### src/rtl/img_word_packer.sv
// Purpose: packs a PXL_W-bit pixel stream into 16*LANES-bit DMEM words (one 16-bit lane per pixel) and flags frame completion.
// Latency: a completed word reaches the DMEM write port two edges after its last pixel is accepted.
// Backpressure: a 2-word FIFO absorbs dmem_ready stalls; a word that completes while the FIFO is full is dropped and overflow is set.
module img_word_packer #(
    parameter int PIXELS    = 784,
    parameter int LANES     = 16,
    parameter int PXL_W     = 9,
    parameter int ADDR_W    = 7,
    parameter int BASE_ADDR = 0
) (
    input  logic                  CLOCK_50,
    input  logic                  rst_n,
    input  logic                  enable,
    input  logic                  start,
    input  logic                  pxl_valid,
    input  logic [PXL_W-1:0]      pxl_data,
    input  logic                  dmem_ready,
    output logic                  dmem_wren,
    output logic [ADDR_W-1:0]     dmem_wraddr,
    output logic [16*LANES-1:0]   dmem_wrdata,
    output logic                  img_done,
    output logic                  busy,
    output logic                  overflow
);

    localparam int WORD_W = 16 * LANES;
    localparam int LIDX_W = (LANES > 1) ? $clog2(LANES) : 1;
    localparam logic [LIDX_W-1:0] LAST_LANE = LIDX_W'(LANES - 1);
    localparam logic [9:0]        LAST_PIX  = 10'(PIXELS - 1);
    localparam logic [ADDR_W-1:0] BASE      = ADDR_W'(BASE_ADDR);

    typedef enum logic [1:0] {IDLE, FILL, DRAIN, DONE} state_t;

    state_t              state;
    logic [9:0]          pix_cnt;
    logic [LIDX_W-1:0]   lane_idx;
    logic [ADDR_W-1:0]   word_idx;
    logic [WORD_W-1:0]   word_buf;

    // Two-entry word FIFO between the packer and the write port.
    logic [WORD_W-1:0]   fifo_dat  [2];
    logic [ADDR_W-1:0]   fifo_addr [2];
    logic                wr_ptr;
    logic                rd_ptr;
    logic [1:0]          fifo_cnt;

    logic                active;
    logic                arm;
    logic                abort;
    logic                accept;
    logic                word_cmp;
    logic                pop_en;
    logic                push_en;
    logic                drop;
    logic                flush;
    logic [WORD_W-1:0]   push_word;
    logic [ADDR_W-1:0]   push_addr;

    // Control decodes shared by the FSM, the FIFO and the lane buffer.
    always_comb begin
        active   = (state == FILL) || (state == DRAIN);
        arm      = ((state == IDLE) || (state == DONE)) && start && enable;
        abort    = active && !enable;
        accept   = (state == FILL) && enable && pxl_valid;
        word_cmp = accept && (lane_idx == LAST_LANE);
        pop_en   = active && enable && dmem_ready && (fifo_cnt != 2'd0);
        // A full FIFO that is popping this same edge still has room.
        push_en  = word_cmp && ((fifo_cnt != 2'd2) || pop_en);
        drop     = word_cmp && !push_en;
        flush    = arm || abort;
        push_addr = BASE + word_idx;
    end

    // Current word with the incoming pixel merged into its lane; stale lanes are never pushed.
    always_comb begin
        push_word = word_buf;
        push_word[{lane_idx, 4'b0000} +: 16] = {{(16 - PXL_W){1'b0}}, pxl_data};
    end

    // Lane buffer accumulates pixels of the word being assembled.
    always_ff @(posedge CLOCK_50 or negedge rst_n) begin
        if (!rst_n) begin
            word_buf <= '0;
        end else if (accept) begin
            word_buf <= push_word;
        end
    end

    // FIFO storage; contents are only read after being written.
    always_ff @(posedge CLOCK_50) begin
        if (push_en && !flush) begin
            fifo_dat[wr_ptr]  <= push_word;
            fifo_addr[wr_ptr] <= push_addr;
        end
    end

    // FIFO pointers and occupancy; flushed on arm and on abort.
    always_ff @(posedge CLOCK_50 or negedge rst_n) begin
        if (!rst_n) begin
            wr_ptr   <= 1'b0;
            rd_ptr   <= 1'b0;
            fifo_cnt <= 2'd0;
        end else if (flush) begin
            wr_ptr   <= 1'b0;
            rd_ptr   <= 1'b0;
            fifo_cnt <= 2'd0;
        end else begin
            if (push_en) wr_ptr <= ~wr_ptr;
            if (pop_en)  rd_ptr <= ~rd_ptr;
            case ({push_en, pop_en})
                2'b10:   fifo_cnt <= fifo_cnt + 2'd1;
                2'b01:   fifo_cnt <= fifo_cnt - 2'd1;
                default: fifo_cnt <= fifo_cnt;
            endcase
        end
    end

    // Frame FSM with counters and all registered outputs.
    always_ff @(posedge CLOCK_50 or negedge rst_n) begin
        if (!rst_n) begin
            state       <= IDLE;
            pix_cnt     <= '0;
            lane_idx    <= '0;
            word_idx    <= '0;
            dmem_wren   <= 1'b0;
            dmem_wraddr <= '0;
            dmem_wrdata <= '0;
            img_done    <= 1'b0;
            busy        <= 1'b0;
            overflow    <= 1'b0;
        end else begin
            dmem_wren <= pop_en;
            if (pop_en) begin
                dmem_wraddr <= fifo_addr[rd_ptr];
                dmem_wrdata <= fifo_dat[rd_ptr];
            end
            case (state)
                IDLE, DONE: begin
                    if (arm) begin
                        state    <= FILL;
                        pix_cnt  <= '0;
                        lane_idx <= '0;
                        word_idx <= '0;
                        overflow <= 1'b0;
                        img_done <= 1'b0;
                        busy     <= 1'b1;
                    end else if (!enable) begin
                        state    <= IDLE;
                        img_done <= 1'b0;
                    end
                end
                FILL: begin
                    if (!enable) begin
                        state <= IDLE;
                        busy  <= 1'b0;
                    end else if (accept) begin
                        lane_idx <= lane_idx + 1'b1;
                        pix_cnt  <= pix_cnt + 10'd1;
                        if (word_cmp) word_idx <= word_idx + 1'b1;
                        if (drop)     overflow <= 1'b1;
                        if (pix_cnt == LAST_PIX) state <= DRAIN;
                    end
                end
                DRAIN: begin
                    if (!enable) begin
                        state <= IDLE;
                        busy  <= 1'b0;
                    end else if ((fifo_cnt == 2'd0) && !dmem_wren) begin
                        // Wait out the final write strobe before declaring the frame done.
                        state    <= DONE;
                        busy     <= 1'b0;
                        img_done <= 1'b1;
                    end
                end
                default: begin
                    state <= IDLE;
                    busy  <= 1'b0;
                end
            endcase
        end
    end

endmodule
### config.mk
export PLATFORM = sky130hd
export DESIGN_NAME = img_word_packer
export DESIGN_NICKNAME = d
export VERILOG_FILES = /design/src/rtl/img_word_packer.sv
export SDC_FILE = /design/constraint.sdc
export NUM_CORES = 1
export LEC_CHECK = 0
export ABC_AREA = 1
export CAP_MARGIN = 20
export CELL_PAD_IN_SITES_DETAIL_PLACEMENT = 0
export CELL_PAD_IN_SITES_GLOBAL_PLACEMENT = 2
export CORE_MARGIN = 3
export CORE_UTILIZATION = 30
export DETAILED_ROUTE_END_ITERATION = 6
export HOLD_SLACK_MARGIN = 0.1
export MAX_ROUTING_LAYER = met4
export PLACE_DENSITY_LB_ADDON = 0.1
export SYNTH_ARGS = -nofsm -noshare
export SYNTH_HDL_FRONTEND = slang
export SYNTH_SLANG_ARGS = --single-unit
### constraint.sdc
create_clock -name CLOCK_50 -period 20.6 [get_ports CLOCK_50]
set_clock_uncertainty 0.05 [all_clocks]
set_input_delay 3.09 -clock CLOCK_50 [delete_from_list [all_inputs] [get_ports CLOCK_50]]
set_output_delay 3.09 -clock CLOCK_50 [all_outputs]
set_load 0.03 [all_outputs]
==> impl_metrics.json, run 1 <==
{
  "crit_top_cell": "buf_4",
  "setup_violations": 0,
  "worst_pin_slew_ns": 1.42,
  "wl_um": 119000,
  "fin_ws_ns": 13.67,
  "fmax_mhz": 144,
  "pin_count": 282,
  "cts_resized": 0,
  "synth_seq_area_share": 0.708,
  "setup.worst_path.class": "in -> reg",
  "antenna_found_initial": 3,
  "final_layout_size_suffix_gt1_frac": 0.0761,
  "netlist_top_cells_count": "1103 x nand2_1, 550 x dfrtp_1, 526 x edfxtp_1",
  "syn_nets": 3814,
  "hold_viol_final": 0,
  "dp.cells": 5716,
  "cp_slowest_cell": "buf_4",
  "min_from": "word_buf[27]",
  "fillers": 13800,
  "via_per_inst": 4.48,
  "synth_top_area_share": 0.378,
  "numCtsBuffers": 120,
  "cts_buffer_depth": 3,
  "cts_root_buf": "clkbuf_16",
  "die_area_mm2": 0.144,
  "yosysWarnings": 0,
  "netlist_area_mm2": 0.0418,
  "post-place-ws_ns": 12.68,
  "rrSetupSlack_ns": 15.63,
  "leakage_nw": 20.9,
  "syn_to_final_growth_pct": 20.1,
  "drv_slew": 0,
  "min_to": "word_buf[27]",
  "grt_pass1_wl_um": 177000,
  "postCtsSetupRepairBufs": 0,
  "grt_max_degree": 207,
  "peakVddDrop_mv": 0.0728,
  "die_height_um": 379,
  "r2r-start": "state[1]",
  "rr_endpoint": "fifo_dat[1][181]",
  "gp_congestion": 0.720,
  "min_period_over_period": 0.336,
  "endpoint_kind": "flop",
  "synth-edff-count": 526,
  "post-route-util": 0.364,
  "crit_path_max_incr_delay_ns": 0.76,
  "yosysUniqueCellTypes": 39,
  "maxCapViolCount": 0,
  "clk_latency_ns": 0.72,
  "fin_nets": 4066,
  "synthArstFlopShare": 0.511,
  "synth_area_leaders": "edfxtp_1 38%, dfrtp_1 33%, nand2_1 9.9%",
  "dp.final_hpwl_um": 72500,
  "arrival_ns": 7.21,
  "core_mm2": 0.138,
  "placement.io_buffers": 281,
  "path_cells": "clkdlybuf4s50_1, nand3_1, nor2_1, nand2_1, nor3_4, buf_12, buf_4, buf_4",
  "path_buf_inv": 4,
  "first_pass_iters": 7,
  "drcViolationCount": 0,
  "power_density_mw_per_mm2": 135,
  "synth-main-ff-cell": "dfrtp_1",
  "synthCells": 3792,
  "r2r_cells": 9,
  "power_mw": 6.78,
  "drtAntennaViolNets": 0,
  "drt_iter0_markers": 1833,
  "hold_path_depth": 2,
  "grt_usage": 0.171,
  "vias": 26600,
  "ys_seq_elements": 1076,
  "status": "complete, no violations",
  "syn_avg_cell_area_um2": 11.0,
  "clk_pin_slew_ns": 0.06,
  "rows": 136,
  "rsz0062_at_grt": "false",
  "tns_ns": 0,
  "die_w_um": 379,
  "hp-class": "reg -> reg",
  "grt_overflow": 0,
  "synth_top_area_cell": "edfxtp_1",
  "final_cells": 5946,
  "wl_per_cell_um": 20.0,
  "grt_pass1_vias": 26200,
  "required_ns": 20.88,
  "critical_path.max_fanout": 138,
  "cp-start-kind": "input pin",
  "synth.most_common_cell": "nand2_1",
  "cts_tree": "done",
  "initial_core_util": 0.303,
  "fin_crit_ns": 6.93,
  "cts.sinks": 1076,
  "hold_buffers": 0,
  "crit_family": "buffers and inverters",
  "h-tree-depth": 3,
  "relSlewSlack": 0.0566
}
worst reg2reg max path: stages (launching register included):
cell and delay (ns):
dfrtp_1 0.40, inv_1 0.06, ha_1 0.47, nand3_1 0.69, nor2_1 0.40, nand2_1 0.22
nor3_4 0.22, buf_12 0.51, buf_4 0.83, buf_4 0.73
cell families (layout without fill, tap and decap cells):
| group | Yosys count | count (layout) | synth area share |
|---|---|---|---|
| compound gates | 516 | 516 | 0.0726 |
| xor+xnor | 3 | 3 | 0.000629 |
| fa+ha+maj | 7 | 7 | 0.00210 |
| buf+inv | 490 | 849 | 0.0495 |
| flops | 1076 | 1076 | 0.708 |
| other cells | 0 | 1 | 0 |
| simple gates | 1700 | 1700 | 0.167 |
placed cells by master (no fill, tap or decap), drive strengths merged, types with 2 or more instances in the layout:
cell type      instances
nand3                 75
nor3                   7
nand4                 17
ha                     7
clkdlybuf4s50        280
o21bai                 2
nor2                 471
clkbuf               158
nand2               1129
bufinv                 9
xor2                   3
buf                   31
dfrtp                550
o21ai                231
clkinvlp               4
a31oi                263
inv                  307
edfxtp               526
clkinv                60
a21oi                 17
area by class of cell:
class	instances	area [um2]	share of cell area
timing repair buffer	311	3110	0.0619
clock buffer	158	3340	0.0666
sequential	1076	29600	0.589
tap	1794	2240	0.0447
antenna	1	2.50	0.0000499
inverter	309	1180	0.0235
multi-input combinational	2226	10200	0.202
clock inverter	71	579	0.0115
how the worst max path moves through the flow:
stage	start	endpoint	depth (start not counted)
finish	enable	fifo_dat[1][181]	8
detailed placement	enable	fifo_dat[1][181]	8
global placement	enable	fifo_dat[1][181]	8
floorplan	pxl_valid	fifo_addr[0][0]	4
global route	enable	fifo_dat[1][177]	8
CTS	enable	fifo_dat[1][181]	8
flip-flops by register name, summed over array words and instances, names as in the netlist:
name and flops:
dmem_wraddr 7, fifo_dat 512, dmem_wren 1, wr_ptr 1
word_buf 256, rd_ptr 1, overflow 1, pix_cnt 10
busy 1, dmem_wrdata 256, state 2, fifo_cnt 2
img_done 1, word_idx 7, lane_idx 4, fifo_addr 14
metrics by stage:
stage                     hold WS [ns]  area, um2
final                            0.412      50200
after global routing             0.428      50200
after detailed placement         0.402      46200
after floorplan                  0.386      41800
after global placement           0.398      46200
after CTS                        0.418      50200
power breakdown:
group,internal [mW],switching [mW]
clock network,1.25,0.880
logic,0.664,1.16
registers,2.55,0.276
total,4.46,2.32
routing by layer:
layer / up-vias / track usage / routed length, um
li1: 13100 / - / -
met1: 13000 / 0.237 / 57400
met2: 418 / 0.267 / 55300
met3: 144 / 0.0249 / 3890
met4: 0 / 0.0347 / 2090
met5: - / - / 0
Power figures use the tool's default switching activity.
==> run 2, diff against run 1 <==
clock period = 6.1 ns   (was 20.6 ns; I/O delays follow)
==> run 2 against run 1 <==
Combinational power rose to 3.4 times the previous value. Core utilization increased by 0.31 points. Worst setup slack got worse by 11 ns. Hold slack is essentially flat. Final cell count increased by 0.37%. Count of clock-buffer cells in the layout increased by 20. Design area grew 0.85%. Routed wire length decreased by 0.91%. Global-route usage is 0.067 points lower. Power grew to 3.4 times the previous value. Via count grew 0.13%. Critical path type is now reg -> reg. Largest power group unchanged.
==> impl_metrics.json, run 2 (synthesis gave the netlist of run 1 again) <==
{
  "arrival_ns": 4.44,
  "initial_core_util": 0.303,
  "top_usage_layer": "met2",
  "setup_violations": 0,
  "fin_nets": 4088,
  "setup.worst_path.class": "reg -> reg",
  "fillers": 13800,
  "vias": 26700,
  "clk_latency_ns": 0.74,
  "leakage_nw": 21.0,
  "relSlewSlack": 0.333,
  "grt_usage": 0.170,
  "dp.final_hpwl_um": 73100,
  "grt_pass1_wl_um": 176000,
  "required_ns": 6.67,
  "cp-start-kind": "flop",
  "pwr-share-comb": 0.267,
  "core_mm2": 0.138,
  "grt_pass1_vias": 26000,
  "die_area_mm2": 0.144,
  "critical_path.max_fanout": 16,
  "gr-usage-met3": 0.0297,
  "power_density_mw_per_mm2": 458,
  "numCtsBuffers": 130,
  "r2r_cells": 8,
  "reg_top3": "fifo_dat x512, dmem_wrdata x256, word_buf x256",
  "syn_to_final_growth_pct": 21.2,
  "peakVddDrop_mv": 0.230,
  "antenna_found_initial": 2,
  "seqPwrFrac": 0.413,
  "p_switching_mw": 7.95,
  "grt_overflow": 0,
  "die_w_um": 379,
  "gp_congestion": 0.729,
  "holdWs_ns": 0.411,
  "intPower_mw": 15.2,
  "final_layout_size_suffix_gt1_frac": 0.0791,
  "drtAntennaViolNets": 0,
  "hold_viol_final": 0,
  "fmax_mhz": 259,
  "hold_path_depth": 2,
  "hp-class": "reg -> reg",
  "status": "complete, no violations",
  "h-tree-depth": 4,
  "cts_buffer_depth": 3,
  "cts_resized": 0,
  "fin_crit_ns": 3.86,
  "min_period_over_period": 0.633,
  "rsz0062_at_grt": "false",
  "cts.sinks": 1076,
  "maxCapViolCount": 0,
  "placement.io_buffers": 281,
  "cts_tree": "done",
  "clk_pin_slew_ns": 0.06,
  "cts_root_buf": "clkbuf_16",
  "first_pass_iters": 5,
  "drt_iter0_markers": 1776,
  "postCtsSetupRepairBufs": 0,
  "final_cell_mix": "1102 x nand2_1, 549 x dfrtp_1, 526 x edfxtp_1",
  "clkPwrFrac": 0.320,
  "post-place-ws_ns": 2.08,
  "endpoint_kind": "flop",
  "use_met2": 0.259,
  "wl_um": 118000,
  "drv_slew": 0,
  "largest_reg_flops": 512,
  "fin_ws_ns": 2.24,
  "final_common_cell": "nand2_1",
  "switching_share": 0.343,
  "pin_count": 282,
  "die_height_um": 379,
  "hold_buffers": 1,
  "grtUsageMet1": 0.235,
  "drcViolationCount": 0,
  "grt_max_degree": 151,
  "via_per_inst": 4.47,
  "regMostFlops": "fifo_dat",
  "worst_pin_slew_ns": 1.00,
  "rows": 136,
  "wl_per_cell_um": 19.7
}
-- run 2: cell count changes in the layout (fill, tap and decap cells not counted), moves of 3 or more --
cell	previous run	this run
clkbuf_16	124	131
bufinv_16	9	6
clkinv_2	31	17
inv_6	1	11
clkbuf_1	23	37
clkinv_1	27	22
buf_12	5	17
-- run 2: layout make-up --
| type | count | area (um2) | area share |
|---|---|---|---|
| sequential | 1076 | 29600 | 0.584 |
| multi-input combinational | 2226 | 10200 | 0.201 |
| clock buffer | 178 | 3550 | 0.0703 |
| timing repair buffer | 323 | 3350 | 0.0662 |
| tap | 1794 | 2240 | 0.0444 |
| inverter | 309 | 1180 | 0.0233 |
| clock inverter | 60 | 517 | 0.0102 |
| antenna | 2 | 5.00 | 0.0000989 |
-- run 2: worst paths after layout --
path / from / to / slack [ns]
setup / recovery: lane_idx[0] / word_buf[136] / 2.24
hold / removal: word_buf[59] / word_buf[59] / 0.41
setup reg to reg: lane_idx[0] / word_buf[136] / 2.24
hold reg to reg: word_buf[59] / word_buf[59] / 0.41
max in group asynchronous: rst_n / word_buf[60] / 4.02
min in group asynchronous: rst_n / word_buf[127] / 0.67
-- run 2: layer usage --
metal / vias to the layer above / share of wire
li1: 13100 / -
met1: 13000 / 0.48
met2: 409 / 0.46
met3: 140 / 0.036
met4: 0 / 0.018
met5: - / 0
-- run 2: worst max-delay path, stage by stage, from the launching register on --
cell and delay (ns):
dfrtp_1 0.64, inv_1 0.25, ha_1 0.50, inv_1 0.36, nand2_1 0.13, nor2_1 0.69, nand3_1 0.79, nand2_1 0.25
nand2_1 0.07
-- run 2: power groups by stage --
| stage | combinational, mW | clock (mW) | sequential (mW) |
|---|---|---|---|
| global placement | 6.30 | 0 | 9.79 |
| global route | 6.70 | 7.99 | 9.72 |
| CTS | 6.32 | 7.69 | 9.66 |
| finish | 6.20 | 7.42 | 9.57 |
| floorplan | 1.87 | 0 | 11.0 |
| detailed placement | 6.31 | 0 | 9.79 |
-- run 2: through the flow --
step / power [mW] / util / setup TNS [ns] / cell area, um2 / cells
after floorplan: 12.9 / - / -499.93 / 41800 / 3792
after global placement: 16.1 / 0.337 / 0 / 46500 / 5727
after detailed placement: 16.1 / 0.337 / 0 / 46500 / 5727
after CTS: 23.7 / 0.367 / 0 / 50600 / 5966
after global routing: 24.4 / 0.367 / 0 / 50600 / 5967
final: 23.2 / 0.367 / 0 / 50600 / 5968
